### src/rtl/div_seq_ctrl_pkg.sv
// Shared state codes and handshake constants for the iterative HI/LO divider.
package div_seq_ctrl_pkg;

  localparam int unsigned DIV_DATA_W   = 32;
  localparam int unsigned DoubleRegBus = 2 * DIV_DATA_W;

  typedef enum logic [1:0] {
    DIV_FREE   = 2'b00,
    DIV_BYZERO = 2'b01,
    DIV_ON     = 2'b10,
    DIV_END    = 2'b11
  } div_state_e;

  localparam logic DivResultReady    = 1'b1;
  localparam logic DivResultNotReady = 1'b0;
  localparam logic DivStart          = 1'b1;
  localparam logic DivStop           = 1'b0;

endpackage

### src/rtl/div_seq_ctrl_step.sv
// One restoring-division iteration: shift {rem,quot} left, trial-subtract divisor.
module div_step #(
  parameter int unsigned DATA_W = 32
) (
  input  logic [DATA_W-1:0] rem_i,
  input  logic [DATA_W-1:0] quot_i,
  input  logic [DATA_W-1:0] divisor_i,
  output logic [DATA_W-1:0] rem_o,
  output logic [DATA_W-1:0] quot_o
);

  logic [DATA_W:0] rem_sh;
  logic [DATA_W:0] diff;

  // rem stays below divisor between steps, so the DATA_W+1 bit difference never overflows
  always_comb begin
    rem_sh = {rem_i, quot_i[DATA_W-1]};
    diff   = rem_sh - {1'b0, divisor_i};
    quot_o = {quot_i[DATA_W-2:0], ~diff[DATA_W]};
    rem_o  = diff[DATA_W] ? rem_sh[DATA_W-1:0] : diff[DATA_W-1:0];
  end

endmodule

### src/rtl/div_seq_ctrl.sv
// Sequencer for the DIV/DIVU iterative divider beside EX; stalls the pipe until the result is ready.
import div_seq_ctrl_pkg::*;

module div_seq_ctrl #(
  parameter int unsigned DATA_W = DIV_DATA_W,
  parameter int unsigned CNT_W  = 6
) (
  input  logic                  clk,
  input  logic                  rst,
  input  logic                  start_i,
  input  logic                  annul_i,
  input  logic                  signed_div_i,
  input  logic [DATA_W-1:0]     opdata1_i,
  input  logic [DATA_W-1:0]     opdata2_i,
  output logic [2*DATA_W-1:0]   result_o,
  output logic                  ready_o,
  output logic                  stallreq_o
);

  localparam int unsigned       ResW    = (DATA_W == DIV_DATA_W) ? DoubleRegBus : 2 * DATA_W;
  localparam logic [CNT_W-1:0]  CntLast = CNT_W'(DATA_W);

  div_state_e        state_q, state_d;
  logic [CNT_W-1:0]  cnt_q, cnt_d;
  logic [DATA_W-1:0] divisor_q, divisor_d;
  logic [DATA_W-1:0] rem_q, rem_d;
  logic [DATA_W-1:0] quot_q, quot_d;
  logic              sign1_q, sign1_d;
  logic              sign2_q, sign2_d;
  logic [ResW-1:0]   result_q, result_d;
  logic              ready_q, ready_d;

  logic [DATA_W-1:0] step_rem, step_quot;
  logic [DATA_W-1:0] rem_fix, quot_fix;

  div_step #(.DATA_W(DATA_W)) u_step (
    .rem_i     (rem_q),
    .quot_i    (quot_q),
    .divisor_i (divisor_q),
    .rem_o     (step_rem),
    .quot_o    (step_quot)
  );

  // Signs were latched only for signed divides, so unsigned runs pass through untouched
  always_comb begin
    quot_fix = (sign1_q ^ sign2_q) ? -quot_q : quot_q;
    rem_fix  = sign1_q ? -rem_q : rem_q;
  end

  always_comb begin
    state_d   = state_q;
    cnt_d     = cnt_q;
    divisor_d = divisor_q;
    rem_d     = rem_q;
    quot_d    = quot_q;
    sign1_d   = sign1_q;
    sign2_d   = sign2_q;
    result_d  = result_q;
    ready_d   = ready_q;

    unique case (state_q)
      DIV_FREE: begin
        if (start_i == DivStart && !annul_i) begin
          if (opdata2_i == '0) begin
            state_d = DIV_BYZERO;
          end else begin
            sign1_d   = signed_div_i & opdata1_i[DATA_W-1];
            sign2_d   = signed_div_i & opdata2_i[DATA_W-1];
            quot_d    = sign1_d ? -opdata1_i : opdata1_i;
            divisor_d = sign2_d ? -opdata2_i : opdata2_i;
            rem_d     = '0;
            cnt_d     = '0;
            state_d   = DIV_ON;
          end
        end
      end
      DIV_BYZERO: begin
        if (annul_i) begin
          state_d = DIV_FREE;
        end else begin
          rem_d    = '0;
          quot_d   = '0;
          result_d = '0;
          ready_d  = DivResultReady;
          state_d  = DIV_END;
        end
      end
      DIV_ON: begin
        if (annul_i) begin
          state_d = DIV_FREE;
        end else if (cnt_q != CntLast) begin
          rem_d  = step_rem;
          quot_d = step_quot;
          cnt_d  = cnt_q + CNT_W'(1);
        end else begin
          result_d = {rem_fix, quot_fix};
          ready_d  = DivResultReady;
          state_d  = DIV_END;
        end
      end
      DIV_END: begin
        if (annul_i || start_i == DivStop) begin
          result_d = '0;
          ready_d  = DivResultNotReady;
          state_d  = DIV_FREE;
        end
      end
      default: state_d = DIV_FREE;
    endcase
  end

  always_ff @(posedge clk or negedge rst) begin
    if (!rst) begin
      state_q   <= DIV_FREE;
      cnt_q     <= '0;
      divisor_q <= '0;
      rem_q     <= '0;
      quot_q    <= '0;
      sign1_q   <= 1'b0;
      sign2_q   <= 1'b0;
      result_q  <= '0;
      ready_q   <= DivResultNotReady;
    end else begin
      state_q   <= state_d;
      cnt_q     <= cnt_d;
      divisor_q <= divisor_d;
      rem_q     <= rem_d;
      quot_q    <= quot_d;
      sign1_q   <= sign1_d;
      sign2_q   <= sign2_d;
      result_q  <= result_d;
      ready_q   <= ready_d;
    end
  end

  assign result_o   = result_q;
  assign ready_o    = ready_q;
  assign stallreq_o = (start_i == DivStart) & ~annul_i & (state_q != DIV_END);

endmodule

### config.mk
export PLATFORM = sky130hd
export DESIGN_NAME = div_seq_ctrl
export DESIGN_NICKNAME = d
export VERILOG_FILES = /design/src/rtl/div_seq_ctrl_pkg.sv /design/src/rtl/div_seq_ctrl_step.sv /design/src/rtl/div_seq_ctrl.sv
export SDC_FILE = /design/constraint.sdc
export NUM_CORES = 1
export LEC_CHECK = 0
export ABC_AREA = 1
export BUFFER_PORTS_ARGS = -buffer_cell sky130_fd_sc_hd__clkbuf_2
export CAP_MARGIN = 20
export CELL_PAD_IN_SITES_DETAIL_PLACEMENT = 0
export CELL_PAD_IN_SITES_GLOBAL_PLACEMENT = 1
export CORE_MARGIN = 2
export CORE_UTILIZATION = 47
export CTS_BUF_LIST = sky130_fd_sc_hd__clkbuf_4
export DETAILED_ROUTE_END_ITERATION = 8
export PLACE_DENSITY = 0.9
export SYNTH_ARGS = -nofsm -noshare
export SYNTH_HDL_FRONTEND = slang
export SYNTH_HIERARCHICAL = 1
export SYNTH_SLANG_ARGS = --single-unit
### constraint.sdc
create_clock -name clk -period 6.47 [get_ports clk]
set_input_delay 0 -clock clk [delete_from_list [all_inputs] [get_ports clk]]
set_output_delay 0 -clock clk [all_outputs]
set_load 0.005 [all_outputs]
==> impl_metrics.json <==
{
  "grt_usage": 0.2724,
  "core_mm2": 0.02948,
  "syn_avg_cell_area_um2": 6.112,
  "place_congestion": 0.9626,
  "worst_ep_arrival_time_ns": 4.22,
  "grt_pass1_wl_um": 67420,
  "fin_nets": 2570,
  "cap_viol_max_count": 0,
  "synthMuxAreaShare": 0,
  "hold_depth": 5,
  "synthFlopType": "dfrtp_1",
  "grt_pass1_vias": 13027,
  "ctsHtreeMaxLevel": 4,
  "combinationalPowerShare": 0.675,
  "dr_total_vias": 14595,
  "rsz0062_at_grt": "no",
  "peakVddDrop_uv": 374.9,
  "synthArstFlopShare": 1.000,
  "finalSetupViolCount": 0,
  "r2r_cells": 8,
  "crit_path_max_fanout": 28,
  "status": "finished clean",
  "postCtsHoldBufs": 99,
  "cts_tree": "yes",
  "synth_top_area_share": 0.3057,
  "clk-insertion-delay-late_ns": 0.62,
  "cts_root_buf": "clkbuf_4",
  "wl_met3_um": 2723,
  "drc": 0,
  "dp_hpwl_um": 32160,
  "routedWlPerCell_um": 14.59,
  "power_density_mw_per_mm2": 474.8,
  "stdcell_area_mm2": 0.01600,
  "fin_hold_ws_ns": 0.1169,
  "startpoint": "state_q[0]$_DFFE_PN0P_",
  "critPathLaunchType": "register",
  "crit_type": "reg2reg",
  "finalMaxSlewViolations": 0,
  "syn_nets": 2403,
  "synth.largest_area_cell": "dfrtp_1",
  "overflow": 0,
  "r2r_start": "state_q[0]$_DFFE_PN0P_",
  "die_area_mm2": 0.03118,
  "crit_end": "state_q[1]$_DFFE_PN0P_",
  "synthDistinctLibCells": 44,
  "setup_tns_ns": 0,
  "cts_made_buffers": 17,
  "p_seq_frac": 0.230,
  "max_freq_mhz": 274.7,
  "ys_seq_area_frac": 0.3057,
  "rows": 63,
  "die_h_um": 176.6,
  "period_share": 0.5627,
  "synth-edff-count": 0,
  "clkTransAtPathRegs_ns": 0.17,
  "synth_most_common_cell": "nand2_1",
  "r2r_slack_ns": 2.83,
  "drt-initial-drc-count": 1160,
  "drt-pass1-iter-count": 5,
  "start_util": 0.4747,
  "clkPwrFrac": 0.095,
  "ioPinCount": 135,
  "grt_max_degree": 79,
  "wl_um": 41750,
  "synth_cells": 2290,
  "hp-class": "in2reg",
  "synth_adder_area_share": 0.03987,
  "maxSlewHeadroom": 0.3306,
  "ys_warn_count": 6,
  "clock_skew_ns": 0.03975,
  "tightest_slew_ns": 1.004,
  "synth_area_mm2": 0.01400,
  "required_ns": 7.05,
  "place_area_mm2": 0.01467,
  "synth_compound_area_frac": 0.1046,
  "p_int_mw": 3.247,
  "top_layer": "met4",
  "met2_length_um": 16890,
  "p_leak_nw": 8.698,
  "p_sw_frac": 0.5726,
  "vias_per_cell": 5.101,
  "area_growth_pct": 14.31,
  "finalHoldViolCount": 0,
  "r2r-end": "state_q[1]$_DFFE_PN0P_",
  "synth_xor_area_frac": 0.02378,
  "cts_resized": 0,
  "wl_met1_um": 21430,
  "ys_top_cells_by_area": "dfrtp_1 31%, nand2_1 23%, inv_1 8.2%, nand3_1 6.9%, nor2_1 5.8%",
  "antenna_found_initial": 1,
  "synth-seq-cells": 171,
  "cts_num_sinks": 171,
  "ant_nets": 0,
  "cts_setup_buffers": 0,
  "fp.dieW_um": 176.6,
  "yosys-top-cells-count": "841 x nand2_1, 306 x inv_1, 216 x nor2_1",
  "yosys.area_share.simple": 0.4026,
  "cts_buffer_depth": 2,
  "drive_above_1_share": 0.08745,
  "period_minus_slack_ns": 3.641,
  "io_buffers": 134,
  "cp-end-kind": "register",
  "p_sw_mw": 4.350,
  "synth_top_family_by_area": "simple AND/OR/NAND/NOR gates"
}
==> worst min path at each step <==
stage	from	end	slack, ns
5_1_grt	signed_div_i	divisor_q[1]$_DFFE_PN0P_	0.17
6_report	signed_div_i	divisor_q[1]$_DFFE_PN0P_	0.12
4_1_cts	signed_div_i	divisor_q[1]$_DFFE_PN0P_	0.1
2_1_floorplan	rst	cnt_q[0]$_DFFE_PN0P_	-0.30
3_5_place_dp	rst	divisor_q[1]$_DFFE_PN0P_	-0.08
3_3_place_gp	rst	divisor_q[1]$_DFFE_PN0P_	-0.08
==> through the flow <==
step / utilization / setup slack [ns] / cells / total power, mW
global placement: 0.4976 / 3.220 / 2729 / 6.632
CTS: 0.5426 / 2.842 / 2860 / 7.526
global route: 0.5427 / 2.458 / 2861 / 8.434
finish: 0.5427 / 2.829 / 2861 / 7.597
floorplan: - / 4.180 / 2290 / 5.626
detailed placement: 0.4976 / 3.133 / 2729 / 6.704
==> cell type report <==
class                      count  area, um^2
multi-input combinational   1714        7998
tap                          390       488.0
antenna                        1       2.502
inverter                     313        1175
clock inverter                13       183.9
timing repair buffer         240        1730
fill                        3150       13480
sequential                   171        4279
clock buffer                  19       142.6
==> registers in the layout (all words and copies together) (netlist names) <==
signal / count
rem_q: 32
divisor_q: 32
cnt_q: 6
result_o: 64
state_q: 2
sign2_q: 1
quot_q: 32
sign1_q: 1
ready_o: 1
==> cell usage in the layout, fill, tap and decap left out, drive strengths merged, types with 4 or more instances in the layout <==
cell / Yosys / final
nand2: 856 / 856
inv: 312 / 316
nor2: 225 / 225
nand3: 193 / 193
o21ai: 185 / 185
dfrtp: 171 / 171
clkbuf: 22 / 152
dlygate4sd3: 0 / 98
a21oi: 62 / 62
ha: 43 / 43
nand4: 35 / 35
xor2: 32 / 32
nor3: 27 / 27
nand3b: 9 / 9
a21boi: 9 / 9
buf: 70 / 9
o21bai: 7 / 7
xnor2: 6 / 6
and2: 5 / 5
o211ai: 4 / 4
o31ai: 4 / 4
clkinv: 1 / 4
==> kinds of logic after synthesis <==
group | count (synthesis)
and+or+nand+nor | 1358
buffers and inverters | 405
AOI/OAI and AO/OA | 274
DFF | 171
adders and majority gates | 44
xor gates and xnor gates | 38
==> layer usage <==
metal,vias to the layer above,global-route usage
li1,7526,-
met5,-,0
met4,0,0.06336
met2,446,0.3903
met1,6581,0.4302
met3,42,0.03424
==> power groups by stage <==
stage	Combinational [mW]	Clock [mW]	Sequential, mW
CTS	5.06	0.734	1.73
global route	5.87	0.777	1.79
detailed placement	4.95	0	1.75
global placement	4.89	0	1.74
finish	5.13	0.719	1.75
floorplan	4.03	0	1.60
==> worst max-delay path, cell delays in order (launching register included) <==
cell           delay, ns
dfrtp_1             0.44
inv_1               0.10
ha_1                0.51
clkinv_1            0.76
nor3_1              0.45
a21oi_1             0.07
dlygate4sd3_1       0.56
o21ai_0             0.15
dlygate4sd3_1       0.56
Power figures use the tool's default switching activity.
